$ cat config.mk
export PLATFORM = sky130hd
export DESIGN_NAME = mem_port_arbiter
export DESIGN_NICKNAME = d
export VERILOG_FILES = /design/src/rtl/mem_port_arbiter.sv
export SDC_FILE = /design/constraint.sdc
export NUM_CORES = 1
export LEC_CHECK = 0
export BUFFER_PORTS_ARGS = -buffer_cell sky130_fd_sc_hd__buf_2
export CORE_AREA = 2 2 108 110
export CTS_CLUSTER_SIZE = 30
export DETAILED_ROUTE_END_ITERATION = 10
export DIE_AREA = 0 0 110 112
export GPL_ROUTABILITY_DRIVEN = 0
export GPL_TIMING_DRIVEN = 0
export PLACE_DENSITY = 0.72
export SYNTH_ARGS = -nofsm -noshare
export SYNTH_HDL_FRONTEND = slang
export SYNTH_SLANG_ARGS = --single-unit
$ cat constraint.sdc
create_clock -name clk -period 1.7 [get_ports clk]
set_clock_uncertainty 0.15 [all_clocks]
set_input_delay 0.255 -clock clk [delete_from_list [all_inputs] [get_ports clk]]
set_output_delay 0.255 -clock clk [all_outputs]
set_load 0.02 [all_outputs]
$ cat src/rtl/mem_port_arbiter.sv
// Shares one memory port between fetch and data requesters.
// One outstanding transaction; data wins unless fetch has starved too long.
module mem_port_arbiter #(
    parameter int ADDR_W         = 32,
    parameter int DATA_W         = 32,
    parameter int MAX_DATA_BURST = 4
) (
    input  logic                clk,
    input  logic                rst,

    input  logic                if_req_i,
    input  logic [ADDR_W-1:0]   if_addr_i,
    output logic                if_gnt_o,
    output logic                if_rvalid_o,
    output logic [DATA_W-1:0]   if_rdata_o,

    input  logic                dm_req_i,
    input  logic                dm_we_i,
    input  logic [ADDR_W-1:0]   dm_addr_i,
    input  logic [DATA_W-1:0]   dm_wdata_i,
    input  logic [DATA_W/8-1:0] dm_be_i,
    output logic                dm_gnt_o,
    output logic                dm_rvalid_o,
    output logic [DATA_W-1:0]   dm_rdata_o,

    output logic                mem_req_o,
    output logic                mem_we_o,
    output logic [ADDR_W-1:0]   mem_addr_o,
    output logic [DATA_W-1:0]   mem_wdata_o,
    output logic [DATA_W/8-1:0] mem_be_o,
    input  logic                mem_gnt_i,
    input  logic                mem_rvalid_i,
    input  logic [DATA_W-1:0]   mem_rdata_i
);

    localparam int BE_W = DATA_W / 8;
    localparam logic [3:0] STREAK_MAX = 4'(MAX_DATA_BURST);
    localparam logic OWN_IF = 1'b0;
    localparam logic OWN_DM = 1'b1;

    typedef enum logic [1:0] {
        S_IDLE,
        S_REQ,
        S_WAIT
    } state_t;

    state_t state_q, state_d;

    logic [3:0]        streak_q;
    logic              owner_q;
    logic              we_q;
    logic [ADDR_W-1:0] addr_q;
    logic [DATA_W-1:0] wdata_q;
    logic [BE_W-1:0]   be_q;
    logic              fetch_win;

    // Fetch only beats a pending data request once the streak is exhausted
    assign fetch_win = if_req_i &&
                       (!dm_req_i || streak_q == STREAK_MAX);

    always_ff @(posedge clk) begin
        if (rst) begin
            state_q <= S_IDLE;
        end else begin
            state_q <= state_d;
        end
    end

    always_comb begin
        state_d     = state_q;
        if_gnt_o    = 1'b0;
        dm_gnt_o    = 1'b0;
        if_rvalid_o = 1'b0;
        dm_rvalid_o = 1'b0;
        unique case (state_q)
            S_IDLE: begin
                if (fetch_win) begin
                    if_gnt_o = 1'b1;
                    state_d  = S_REQ;
                end else if (dm_req_i) begin
                    dm_gnt_o = 1'b1;
                    state_d  = S_REQ;
                end
            end
            S_REQ: begin
                if (mem_gnt_i) begin
                    state_d = S_WAIT;
                end
            end
            S_WAIT: begin
                if (mem_rvalid_i) begin
                    if_rvalid_o = (owner_q == OWN_IF);
                    dm_rvalid_o = (owner_q == OWN_DM);
                    state_d     = S_IDLE;
                end
            end
            default: state_d = S_IDLE;
        endcase
    end

    always_ff @(posedge clk) begin
        if (rst) begin
            streak_q <= '0;
            owner_q  <= OWN_IF;
            we_q     <= 1'b0;
            addr_q   <= '0;
            wdata_q  <= '0;
            be_q     <= '0;
        end else if (if_gnt_o) begin
            streak_q <= '0;
            owner_q  <= OWN_IF;
            we_q     <= 1'b0;
            addr_q   <= if_addr_i;
            wdata_q  <= '0;
            be_q     <= '1;
        end else if (dm_gnt_o) begin
            owner_q  <= OWN_DM;
            we_q     <= dm_we_i;
            addr_q   <= dm_addr_i;
            wdata_q  <= dm_wdata_i;
            be_q     <= dm_be_i;
            if (!if_req_i) begin
                streak_q <= '0;
            end else if (streak_q != STREAK_MAX) begin
                streak_q <= streak_q + 4'd1;
            end
        end
    end

    assign mem_req_o   = (state_q == S_REQ);
    assign mem_we_o    = we_q;
    assign mem_addr_o  = addr_q;
    assign mem_wdata_o = wdata_q;
    assign mem_be_o    = be_q;

    assign if_rdata_o = if_rvalid_o ? mem_rdata_i : '0;
    assign dm_rdata_o = dm_rvalid_o ? mem_rdata_i : '0;

endmodule

## Word level (Yosys, flattened, before mapping)

Index checks and enable logic that the tools add are counted.

| cells by class | value |
|---|---|
| reduce and logical (&&, ||, !) cells | 8 |
| eq/ne operators | 8 |
| add/subtract/negate cells | 1 |
| bitwise gates (word level) | 1 |
| muxes and demuxes | 22 |

Operators by type and width:

| kind | count |
|---|---|
| $mux W32 | 4 |
| $mux W4 | 4 |
| $mux W1 | 9 |
| $mux W2 | 4 |
| $pmux W2 S3 | 1 |
| $add A4 B1 Y4 const B | 1 |
| $eq A4 B3 Y1 const B | 1 |
| $ne A2 B1 Y1 const B | 2 |
| $ne A4 B3 Y1 const B | 1 |
| $ne A3 B3 Y1 const B | 1 |
| $reduce_and A3 Y1 | 1 |
| $eq A2 B1 Y1 const B | 1 |
| $eq A2 B2 Y1 const B | 1 |
| $logic_not A2 Y1 | 1 |
| $ne A2 B2 Y1 const B | 1 |
| $reduce_and A2 Y1 | 1 |
| $reduce_bool A2 Y1 | 1 |
| $reduce_or A2 Y1 | 1 |
| $logic_and A1 B1 Y1 | 1 |
| $logic_not A1 Y1 | 1 |
| $logic_or A1 B1 Y1 | 1 |
| $not A1 Y1 | 1 |

| word-level totals | value |
|---|---|
| bits in registers | 76 |
| logic and storage cells | 47 |
| output and inout port bits | 138 |
| bits of input ports | 139 |

## Depth between registers and ports, before layout

| logic depth | value |
|---|---|
| word-level depth | 7 |
| gate-level depth with buffers | 8 |
| mapped depth without buffers | 6 |

## Least setup slack after synthesis

OpenSTA, ideal clock, no wires.

| timing | value |
|---|---|
| path type | flip-flop to output port |
| start | register state_q[1] |
| end | output port if_rdata_o[22] |
| setup slack | -0.240 ns |
| data arrival time | 1.535 ns |
| path buffers | 1 |
| cell stages (with the launch flop) | 4 |
| data required time | 1.295 ns |
| cell sequence | dfxtp_1 -> nor4bb_1 -> clkbuf_1 -> and2_1 |

| between the ends | value |
|---|---|
| word-level cells in the longest chain between the ends | 3 |

Ends and longest elaborated chain:

| what | line | text |
|---|---|---|
| start, declared | 47 | `state_t state_q, state_d;` |
| start signal, assigned | 65 | `state_q <= state_d;` |
| $eq A2 B2 Y1 | 75 | `unique case (state_q)` |
| $mux W1 | 75 |  |
| via if_rvalid_o | 14 | `output logic if_rvalid_o,` |
| $mux W32 | 136 | `assign if_rdata_o = if_rvalid_o ? mem_rdata_i : '0;` |
| end, declared | 15 | `output logic [DATA_W-1:0] if_rdata_o,` |

The timed path passes the listed nets, and every way through them passes these cells.

## Worst setup path after layout

| timing | value |
|---|---|
| start | register state_q[1] |
| end | output port if_gnt_o |

| between the ends | value |
|---|---|
| word-level cells in the longest chain between the ends | 2 |

Ends and longest elaborated chain:

| what | line | text |
|---|---|---|
| $logic_not A2 Y1 | 75 |  |
| $mux W1 | 75 |  |
| end, declared | 13 | `output logic if_gnt_o,` |

No other way between the ends.

==> flow_metrics.tcl <==
set metrics [dict create \
    place_area_mm2 0.00540 \
    async_reset_ff_share_pct 0 \
    vdd.ir_drop.worst_mv 0.531 \
    synth_warnings 0 \
    outcome "finished, violations left" \
    first_pass_grt_wire_length_um 23500 \
    area_growth_pct 100 \
    min_path_type "primary input to flip-flop" \
    port_buffers 275 \
    clock_power_share_pct 38.4 \
    drive_above_1_share_pct 60.5 \
    dr.pass1.iters 5 \
    post_synth_main_area_contributors "dfxtp_1, and2_1, a2111oi_0" \
    drt_iter0_drc 306 \
    starting_density_pct 33.9 \
    syn-mean-instance-area_um2 8.00 \
    seqPwrFrac_pct 34.4 \
    synth_nets 614 \
    clock_insertion_delay_worst_skew_ns 0.32 \
    slew_viol_final 0 \
    tritoncts.num_buffers 9 \
    post_cts_hold_buffer_count 0 \
    cp.arrival_ns 1.65 \
    clk_transition_reported_paths_ns 0.07 \
    postLayoutCellArea_mm2 0.00758 \
    cts_htree_levels 3 \
    power_leakage_uw 0.00355 \
    vias 5026 \
    postRouteWirelength_um 17000 \
    route.detailed.wl_per_inst_um 17.7 \
    timing.final.crit_period_ns 2.06 \
    layout.nets 954 \
    die_h_um 112 \
    synth_top_cells_by_count "dfxtp_1, and2_1, clkbuf_1" \
    slew_headroom_pct 46.7 \
    grt_pass1_vias 4686 \
    core_area_mm2 0.0112 \
    yosysUniqueCellTypes 33 \
    violated_checks "setup timing" \
    synth_area_mm2 0.00378 \
    power_per_cell_area_mw_per_mm2 783 \
    ios 277 \
    final_hold_viol_count 0 \
    setup_repair_after_global_routing_missed_its_margin "yes" \
    post-synth-top-count-cell "dfxtp_1" \
    placementRows 39 \
    clockRootBuffer "clkbuf_16" \
    share_comb_of_total_power_pct 27.2 \
    achievable-frequency_ghz 0.486 \
    final_core_utilization_pct 67.8 \
    critical_path.endpoint_type "output port" \
    antenna-diode-count 0 \
    global_route.overflow_total 0 \
    die-width_um 110 \
    ys_seq_elements 76 \
    worst_pin_slew_ns 0.799 \
    max-cap-violations 0 \
    postRouteAntennaNets 0 \
    grt.total_usage_pct 24.3 \
    fin_crit_sh_pct 121 \
    p_switching_uw 1740 \
    final_critical_path_setup_slack_ns -0.358 \
    slowest_stage "or3b_4" \
    critPathRequiredTime_ns 1.29 \
    cpMostUsedCell "buf_6" \
    p_int_uw 4190 \
    maximum_number_of_pins_on_one_net_before_global_route_repair 14 \
    drt_drc_violations_left 0 \
    synth_flop_cell "dfxtp_1" \
    grt_antenna_before_repair 0 \
    clk_sink_count 76 \
    place_hpwl_um 10400 \
    n_fill_cell 869 \
    multi_input_comb_area_mm2 0.00251 \
    worst_setup_path_type "flip-flop to output port" \
    post_synth_inst_count 473 \
    crit_path_max_incr_delay_ns 0.39 \
    cts_max_path_buffers 2 \
    register_area_mm2 0.00153 \
    critical_path_peak_fanout 7 \
    start_kind "flip-flop" \
    switching_fraction_of_total_power_pct 29.4 \
    synth_top_cell_area_share_pct 40.2 \
    setup_viol_count_final 136 \
    seq_area_frac_synth_pct 40.2 \
    detail_route.vias_per_cell 5.23 \
    die-area_mm2 0.0123 \
    netlist.top_cell.by_area "dfxtp_1" \
    cts_tree "done" \
    crit_chain "or3b_4, a21o_4, inv_4, buf_6, buf_8, buf_6" \
    synth_enable_flop_cells 0 \
]
[cell families (layout without fill, tap and decap cells)]
logic type,after synthesis,after routing,synth area share [%]
AO/OA/AOI/OAI,150,150,26.1
adder cells (fa/ha/maj),2,2,0.661
buffers and inverters,91,436,9.33
flip-flops,76,76,40.2
AND/OR/NAND/NOR,154,154,23.7
[final cells by class]
class / count / area share [%]
sequential: 76 / 20.2
multi-input combinational: 306 / 33.2
buffer: 49 / 6.29
tap: 143 / 2.36
clock buffer: 11 / 3.34
clock inverter: 5 / 1.40
timing repair buffer: 332 / 31.2
inverter: 39 / 1.97
[path summary, 6_finish.rpt]
| kind | cells past startpoint | slack [ns] | to | startpoint |
|---|---|---|---|---|
| worst max register to register | 7 | -0.25 | streak_q[3]$_SDFFE_PP0P_ | streak_q[0]$_SDFFE_PP0P_ |
| worst min register to register | 2 | 0.32 | mem_wdata_o[11]$_SDFFE_PP0P_ | mem_wdata_o[11]$_SDFFE_PP0P_ |
| worst min-delay path | 3 | 0.01 | mem_addr_o[23]$_SDFFE_PP0P_ | if_addr_i[23] |
| worst max-delay path | 6 | -0.36 | if_gnt_o | state_q[1]$_SDFFE_PP0P_ |
[metal layers]
layer	wire length, um	GRT usage, %	vias up	share of wire (%)
met5	0	0	-	0
met4	400	7.76	0	2.4
met3	1140	4.98	34	6.7
met2	8890	43.2	217	52
met1	6530	28.8	2381	39
li1	-	-	2394	-
[power groups by stage]
stage,sequential [uW],combinational (uW),clock [uW]
3_5_place_dp,2070,1130,0
4_1_cts,2030,1370,2310
3_3_place_gp,2070,1120,0
5_1_grt,2050,1720,2390
6_report,2040,1610,2280
2_1_floorplan,2250,467,0
[through the flow]
| step | std cells | power (uW) | hold slack [ns] | worst slack [ns] | TNS, ns |
|---|---|---|---|---|---|
| 6_report | 961 | 5930 | 0.0103 | -0.358 | -24.87 |
| 4_1_cts | 945 | 5710 | 0.0145 | -0.358 | -26.07 |
| 3_3_place_gp | 891 | 3190 | 0.316 | -0.379 | -28.94 |
| 2_1_floorplan | 473 | 2710 | 0.252 | -0.0959 | -0.154 |
| 3_5_place_dp | 891 | 3190 | 0.316 | -0.366 | -31.27 |
| 5_1_grt | 961 | 6160 | 0.0271 | -0.394 | -33.51 |
[worst max-delay path, delay by kind of cell (launching register included)]
kind                   cells  cell delay [ns]
buffers and inverters      4             0.37
and+or+nand+nor            1             0.39
AOI/OAI and AO/OA          1             0.20
DFF                        1             0.36
[cells in the final DEF, fill, tap and decap left out, types with 8 or more instances in the layout]
cell,n
buf_4,23
nor3_1,13
a211oi_1,29
buf_6,59
and2_4,36
buf_2,239
clkbuf_1,11
o21ai_1,22
buf_8,19
a21oi_1,37
dfxtp_1,71
nand3_1,36
nor3_4,13
o21ai_0,8
and2_1,28
inv_1,36
clkbuf_16,19
a2111oi_2,17
[registers in the layout (all words and copies together), names as in the netlist]
name	flops
owner_q	1
mem_be_o	4
state_q	2
mem_addr_o	32
streak_q	4
mem_wdata_o	32
mem_we_o	1
[repair_timing]
item                       4_1_cts  5_1_grt
setup endpoints to repair      142      142
gates cloned                     7        9
pin swaps                       39       49
resized for setup              231      165
setup buffers                   35       15
Power figures use the tool's default switching activity.
